==> config.mk <==
export PLATFORM = sky130hd
export DESIGN_NAME = operand_fetch_flat
export DESIGN_NICKNAME = d
export VERILOG_FILES = /design/src/rtl/operand_fetch_if.sv /design/src/rtl/operand_fetch.sv /design/src/flat_wrapper.sv
export SDC_FILE = /design/constraint.sdc
export NUM_CORES = 1
export LEC_CHECK = 0
export CAP_MARGIN = 20
export CORE_MARGIN = 10
export CORE_UTILIZATION = 43
export CTS_CLUSTER_DIAMETER = 30
export DETAILED_ROUTE_END_ITERATION = 6
export PLACE_DENSITY = 0.76
export RECOVER_POWER = 25
export SLEW_MARGIN = 25
export SYNTH_ARGS = -nofsm -noshare
export SYNTH_HDL_FRONTEND = slang
export SYNTH_SLANG_ARGS = --single-unit
==> constraint.sdc <==
create_clock -name clk -period 3.9 [get_ports clk]
set_input_delay 0.78 -clock clk [delete_from_list [all_inputs] [get_ports clk]]
set_output_delay 0.78 -clock clk [all_outputs]
set_load 0.005 [all_outputs]
==> src/rtl/operand_fetch_if.sv <==
// Bundle of the operand-fetch stage's pipeline, register-file and write-back signals.
// The stage itself uses the slave view; the surrounding pipeline uses master.
interface operand_fetch_if #(
   parameter int unsigned DATA_W = 32,
   parameter int unsigned ADDR_W = 5
);
   logic              inValid;
   logic              inReady;
   logic [ADDR_W-1:0] inRs;
   logic [ADDR_W-1:0] inRt;
   logic [ADDR_W-1:0] inRd;
   logic              inWritesReg;

   logic [ADDR_W-1:0] addrA;
   logic [ADDR_W-1:0] addrB;
   logic [DATA_W-1:0] dataOutA;
   logic [DATA_W-1:0] dataOutB;

   logic              wbEnable;
   logic [ADDR_W-1:0] wbAddr;
   logic [DATA_W-1:0] wbData;

   logic              flush;
   logic              outValid;
   logic              outReady;
   logic [DATA_W-1:0] outA;
   logic [DATA_W-1:0] outB;
   logic [ADDR_W-1:0] outRd;
   logic              outWritesReg;

   modport master (
      output inValid, inRs, inRt, inRd, inWritesReg,
      output dataOutA, dataOutB,
      output wbEnable, wbAddr, wbData,
      output flush, outReady,
      input  inReady, addrA, addrB,
      input  outValid, outA, outB, outRd, outWritesReg
   );

   modport slave (
      input  inValid, inRs, inRt, inRd, inWritesReg,
      input  dataOutA, dataOutB,
      input  wbEnable, wbAddr, wbData,
      input  flush, outReady,
      output inReady, addrA, addrB,
      output outValid, outA, outB, outRd, outWritesReg
   );
endinterface

==> src/rtl/operand_fetch.sv <==
// Operand-fetch stage: register-file read, write-back bypass, pending-write
// scoreboard for RAW/WAW stalls, and a valid/ready output register.
module operand_fetch #(
   parameter int unsigned DATA_W = 32,
   parameter int unsigned ADDR_W = 5,
   parameter int unsigned CNT_W  = 16
) (
   input  logic               clk,
   input  logic               rst,
   operand_fetch_if.slave     bus,
   output logic [CNT_W-1:0]   stallCount
);
   localparam int unsigned NREG = 1 << ADDR_W;

   logic [NREG-1:0]   pending;
   logic [NREG-1:0]   pending_nxt;
   logic [DATA_W-1:0] sel_a;
   logic [DATA_W-1:0] sel_b;
   logic              hazard;
   logic              accept;
   logic              set_en;
   logic              kill;

   // A register is blocked while a write is outstanding and not landing this cycle.
   function automatic logic blocked(input logic [ADDR_W-1:0] r,
                                    input logic [NREG-1:0]   pend,
                                    input logic              wb_en,
                                    input logic [ADDR_W-1:0] wb_addr);
      return (r != '0) && pend[r] && !(wb_en && (wb_addr == r));
   endfunction

   assign bus.addrA = bus.inRs;
   assign bus.addrB = bus.inRt;

   // Operand select: r0 reads zero, same-cycle write-back overrides the register file.
   always_comb begin
      sel_a = bus.dataOutA;
      sel_b = bus.dataOutB;
      if (bus.wbEnable && (bus.wbAddr == bus.inRs)) sel_a = bus.wbData;
      if (bus.wbEnable && (bus.wbAddr == bus.inRt)) sel_b = bus.wbData;
      if (bus.inRs == '0) sel_a = '0;
      if (bus.inRt == '0) sel_b = '0;
   end

   always_comb begin
      hazard = blocked(bus.inRs, pending, bus.wbEnable, bus.wbAddr)
            || blocked(bus.inRt, pending, bus.wbEnable, bus.wbAddr)
            || (bus.inWritesReg && blocked(bus.inRd, pending, bus.wbEnable, bus.wbAddr));
   end

   assign bus.inReady = !bus.flush && !hazard && (!bus.outValid || bus.outReady);
   assign accept      = bus.inValid && bus.inReady;
   assign set_en      = accept && bus.inWritesReg;
   assign kill        = bus.flush && bus.outValid && bus.outWritesReg;

   // Scoreboard update: write-back clears, issue sets over it, flush clears over everything.
   always_comb begin
      pending_nxt = pending;
      for (int unsigned r = 1; r < NREG; r++) begin
         if (bus.wbEnable && (bus.wbAddr == ADDR_W'(r))) pending_nxt[r] = 1'b0;
         if (set_en && (bus.inRd == ADDR_W'(r)))         pending_nxt[r] = 1'b1;
         if (kill && (bus.outRd == ADDR_W'(r)))          pending_nxt[r] = 1'b0;
      end
      pending_nxt[0] = 1'b0;
   end

   always_ff @(posedge clk or posedge rst) begin
      if (rst) begin
         pending <= '0;
      end else begin
         pending <= pending_nxt;
      end
   end

   always_ff @(posedge clk or posedge rst) begin
      if (rst) begin
         bus.outValid     <= 1'b0;
         bus.outA         <= '0;
         bus.outB         <= '0;
         bus.outRd        <= '0;
         bus.outWritesReg <= 1'b0;
      end else if (bus.flush) begin
         bus.outValid     <= 1'b0;
      end else if (accept) begin
         bus.outValid     <= 1'b1;
         bus.outA         <= sel_a;
         bus.outB         <= sel_b;
         bus.outRd        <= bus.inRd;
         bus.outWritesReg <= bus.inWritesReg;
      end else if (bus.outValid && bus.outReady) begin
         bus.outValid     <= 1'b0;
      end
   end

   // Saturating count of cycles an offered instruction is held back by a hazard.
   always_ff @(posedge clk or posedge rst) begin
      if (rst) begin
         stallCount <= '0;
      end else if (bus.inValid && hazard && !bus.flush && (stallCount != '1)) begin
         stallCount <= stallCount + CNT_W'(1);
      end
   end
endmodule

==> src/flat_wrapper.sv <==
// flat-port wrapper written by rule: the top's interface ports become plain ports
module operand_fetch_flat 
#(
   parameter int unsigned DATA_W = 32,
   parameter int unsigned ADDR_W = 5,
   parameter int unsigned CNT_W  = 16
)
  (clk, rst, stallCount, bus_inValid, bus_inRs, bus_inRt, bus_inRd, bus_inWritesReg, bus_dataOutA, bus_dataOutB, bus_wbEnable, bus_wbAddr, bus_wbData, bus_flush, bus_outReady, bus_inReady, bus_addrA, bus_addrB, bus_outValid, bus_outA, bus_outB, bus_outRd, bus_outWritesReg);
  operand_fetch_if #(.DATA_W(DATA_W), .ADDR_W(ADDR_W)) bus_i ();
  input  logic clk;
  input  logic rst;
  output logic [CNT_W-1:0] stallCount;
  input wire logic [$bits(bus_i.inValid)-1:0] bus_inValid;
  input wire logic [$bits(bus_i.inRs)-1:0] bus_inRs;
  input wire logic [$bits(bus_i.inRt)-1:0] bus_inRt;
  input wire logic [$bits(bus_i.inRd)-1:0] bus_inRd;
  input wire logic [$bits(bus_i.inWritesReg)-1:0] bus_inWritesReg;
  input wire logic [$bits(bus_i.dataOutA)-1:0] bus_dataOutA;
  input wire logic [$bits(bus_i.dataOutB)-1:0] bus_dataOutB;
  input wire logic [$bits(bus_i.wbEnable)-1:0] bus_wbEnable;
  input wire logic [$bits(bus_i.wbAddr)-1:0] bus_wbAddr;
  input wire logic [$bits(bus_i.wbData)-1:0] bus_wbData;
  input wire logic [$bits(bus_i.flush)-1:0] bus_flush;
  input wire logic [$bits(bus_i.outReady)-1:0] bus_outReady;
  output wire logic [$bits(bus_i.inReady)-1:0] bus_inReady;
  output wire logic [$bits(bus_i.addrA)-1:0] bus_addrA;
  output wire logic [$bits(bus_i.addrB)-1:0] bus_addrB;
  output wire logic [$bits(bus_i.outValid)-1:0] bus_outValid;
  output wire logic [$bits(bus_i.outA)-1:0] bus_outA;
  output wire logic [$bits(bus_i.outB)-1:0] bus_outB;
  output wire logic [$bits(bus_i.outRd)-1:0] bus_outRd;
  output wire logic [$bits(bus_i.outWritesReg)-1:0] bus_outWritesReg;
  assign bus_i.inValid = bus_inValid;
  assign bus_i.inRs = bus_inRs;
  assign bus_i.inRt = bus_inRt;
  assign bus_i.inRd = bus_inRd;
  assign bus_i.inWritesReg = bus_inWritesReg;
  assign bus_i.dataOutA = bus_dataOutA;
  assign bus_i.dataOutB = bus_dataOutB;
  assign bus_i.wbEnable = bus_wbEnable;
  assign bus_i.wbAddr = bus_wbAddr;
  assign bus_i.wbData = bus_wbData;
  assign bus_i.flush = bus_flush;
  assign bus_i.outReady = bus_outReady;
  assign bus_inReady = bus_i.inReady;
  assign bus_addrA = bus_i.addrA;
  assign bus_addrB = bus_i.addrB;
  assign bus_outValid = bus_i.outValid;
  assign bus_outA = bus_i.outA;
  assign bus_outB = bus_i.outB;
  assign bus_outRd = bus_i.outRd;
  assign bus_outWritesReg = bus_i.outWritesReg;
  operand_fetch #(.DATA_W(DATA_W), .ADDR_W(ADDR_W), .CNT_W(CNT_W)) u_core (.clk(clk), .rst(rst), .bus(bus_i), .stallCount(stallCount));
endmodule
==> results_dict.tcl <==
set metrics [dict create \
    run_status "complete, but fails checks" \
    failed_checks "max-capacitance violations, max-slew violations" \
    min_path_type "reg2reg" \
    numPlacedInstances 1170 \
    fin_total_pwr_mw 4.63 \
    num_rows 46 \
    drt_iter0_drc 679 \
    synth_top_family_by_area "compound AO/OA/AOI/OAI gates" \
    max_clock_skew_ns 0.00875 \
    place_congestion 0.931 \
    synthToLayoutAreaGrowth_pct 44.7 \
    worst_setup_hold_path_clk_slew_ns 0.05 \
    synth.yosys.warnings 0 \
    final_min_period_over_clock_period 0.980 \
    synth_simple_gate_area_share 0.158 \
    die-area_um2 22000 \
    finalNonFillerCells 1204 \
    grt_overflow 0 \
    avgSynthCellArea_um2 9.31 \
    vias_in_the_first_global_route 6848 \
    preCtsSetupSlack_ns -0.327 \
    synth_sequential_area_ratio 0.418 \
    finalNetCount 1099 \
    synth_adder_area_share 0.00177 \
    timing.critical_path.from_type "input pin" \
    largest_net_degree_at_the_start_of_global_routing 82 \
    yosys_register_bits 118 \
    drt_pre_antenna_iters 5 \
    worstPathCellList "clkdlybuf4s50_1 -> buf_4 -> or3b_1 -> o221ai_1 -> a311oi_2 -> or4_4 -> o211ai_4 -> nor3b_2 -> buf_2" \
    muxShareOfSynthArea 0.131 \
    cell_class_contributing_the_biggest_share_of_worst_path_delay "simple AND/OR/NAND/NOR gates" \
    totalNegativeSetupSlack_ns 0 \
    routed_wl_um 25800 \
    critPathCaptureType "output port" \
    grtUsageTotal 0.230 \
    ant_nets 0 \
    numPortBuffers 220 \
    timing.setup.critical_path_class "in2out" \
    floorplan.initialDensity 0.442 \
    synthFlopType "dfrtp_1" \
    syn_inst 759 \
    setup_ws_ns 0.0780 \
    num_io_pins 221 \
    die_height_um 148 \
    grt_antenna_before_repair 0 \
    static-leakage-power_nw 4.05 \
    compound_gate_fraction_of_synth_area 0.198 \
    netlist_area_um2 7070 \
    tightestPinTransition_ns 1.57 \
    drive_above_1_share 0.132 \
    clock-sinks 118 \
    vias 6916 \
    finalCriticalPeriod_ns 3.82 \
    max_stage_delay_ns 0.58 \
    timing.hold.ws_ns 0.501 \
    crit_slowest_cell "or4_4" \
    max_freq_mhz 262 \
    async_flop_share 1.00 \
    insertedDiodeCount 0 \
    avgViaCountPerCell 5.74 \
    cts.path.max_buffers 2 \
    cp_data_required_time_ns 3.12 \
    timing.max_slew.rel_slack -0.0515 \
    cap_violations 1 \
    synth_cell_types 54 \
    synth-edff-count 0 \
    insertion_delay_ns 0.42 \
    synth_xor_area_frac 0.0372 \
    final-setup-viol-count 0 \
    tritoncts.num_buffers 17 \
    cts-hold-fix-buffers 0 \
    htree_num_levels 4 \
    crit_path_max_fanout 13 \
    post-route-drc-count 0 \
    critical_path_arrival_ns 3.04 \
    pwr_density_cell_nw_per_um2 453 \
    chipWidth_um 148 \
    first_pass_grt_wire_length_um 39900 \
    crit_buf_inv 3 \
    setup_repair_after_global_routing_missed_its_margin "false" \
    ir_drop_mv 0.295 \
    core_um2 16000 \
    drt-wirelength-per-cell_um 21.5 \
    final-max-slew-violation-count 35 \
    synth_nets 883 \
    root_buffer "clkbuf_16" \
    cts_tree "yes" \
    hpwl_um 19300 \
    finalHoldViolations 0 \
]
-- cells by family after synthesis --
kind of cell,after synthesis
flip-flops,118
XOR/XNOR,30
AO/OA/AOI/OAI,216
adder cells (fa/ha/maj),1
buffers and inverters,87
multiplexers,73
AND/OR/NAND/NOR,234
-- stage by stage --
step | cell area, um2 | utilization
final | 10200 | 0.639
after global routing | 10200 | 0.639
after CTS | 10200 | 0.640
after detailed placement | 9630 | 0.602
after global placement | 9630 | 0.602
after floorplan | 7070 | -
-- flip-flops by register name, summed over array words and instances, names as in the netlist --
name,count
u_core.bus.outValid,1
u_core.bus.outRd,5
u_core.bus.outB,32
u_core.stallCount,16
u_core.bus.outA,32
u_core.pending,31
u_core.bus.outWritesReg,1
-- power breakdown --
part,switching (mW),internal [mW],leakage (nW)
sequential,0.184,1.48,1.48
clock,0.568,1.02,0.294
combinational,0.601,0.779,2.28
total,1.35,3.28,4.05
-- cells in the final DEF, fill, tap and decap left out, drive strengths merged, types with 7 or more instances in the layout --
cell type,count
clkdlybuf4s50,216
dfrtp,118
nor2,96
o21ai,64
a21oi,56
buf,53
nand2,45
mux2i,38
a22oi,32
o41ai,32
mux2,22
clkbuf,22
xnor2,18
nand3,18
mux4,13
xor2,12
nand2b,12
nand4,12
and3,12
inv,10
nor2b,8
clkinv,7
-- synthesized netlist by cell type (5+ instances only) --
cell	instances	area, um2
buf_4	11	82.6
o41ai_1	32	280
dfrtp_1	118	2950
buf_2	18	90.1
nand4_1	12	75.1
nand2_1	45	169
o22ai_1	5	31.3
a21oi_1	56	280
xnor2_1	18	158
inv_1	10	37.5
nand2b_1	12	75.1
mux4_2	12	270
and3_1	12	75.1
nor2_1	96	360
mux2_2	19	214
nand3_1	18	90.1
nand3b_1	5	37.5
clkbuf_1	44	165
o21ai_0	64	320
nor2b_1	8	50.1
nor3_1	5	25.0
xor2_1	12	105
mux2i_1	38	380
o221ai_1	5	43.8
a22oi_1	32	240
-- what timing repair did --
action,in CTS,in global routing
pin swaps,1,3
resized for setup,6,4
cloned,0,0
endpoints found under the setup margin,1,1
setup buffers,0,2
-- layer usage --
metal | share of wire | GRT usage | routed length [um] | vias to the layer above
li1 | - | - | - | 3220
met1 | 0.41 | 0.290 | 10600 | 3340
met2 | 0.49 | 0.376 | 12600 | 327
met3 | 0.082 | 0.0674 | 2130 | 29
met4 | 0.019 | 0.0649 | 491 | 0
met5 | 0 | 0 | 0 | -
-- layout make-up --
cell class	instances	area, um2
fill	1381	5780
multi-input combinational	554	3750
sequential	118	2950
timing repair buffer	274	2620
clock buffer	20	447
tap	216	270
clock inverter	12	153
inverter	10	38.8
-- path summary, 6_finish.rpt --
kind                                              startpoint                           endpoint  slack [ns]  cells after the start
min                        u_core.stallCount[14]$_DFFE_PP0P_  u_core.stallCount[14]$_DFFE_PP0P_        0.50                      1
max reg2reg                   u_core.pending[30]$_DFFE_PP0P_     u_core.pending[21]$_DFFE_PP0P_        1.00                      8
max in group asynchronous                                rst     u_core.pending[13]$_DFFE_PP0P_        0.94                      3
min in group asynchronous                                rst  u_core.stallCount[12]$_DFFE_PP0P_        1.19                      2
max                                              bus_inRt[2]                        bus_inReady        0.08                      9
min reg2reg                u_core.stallCount[14]$_DFFE_PP0P_  u_core.stallCount[14]$_DFFE_PP0P_        0.50                      1
Note: power is estimated with default switching activity, not from simulation.
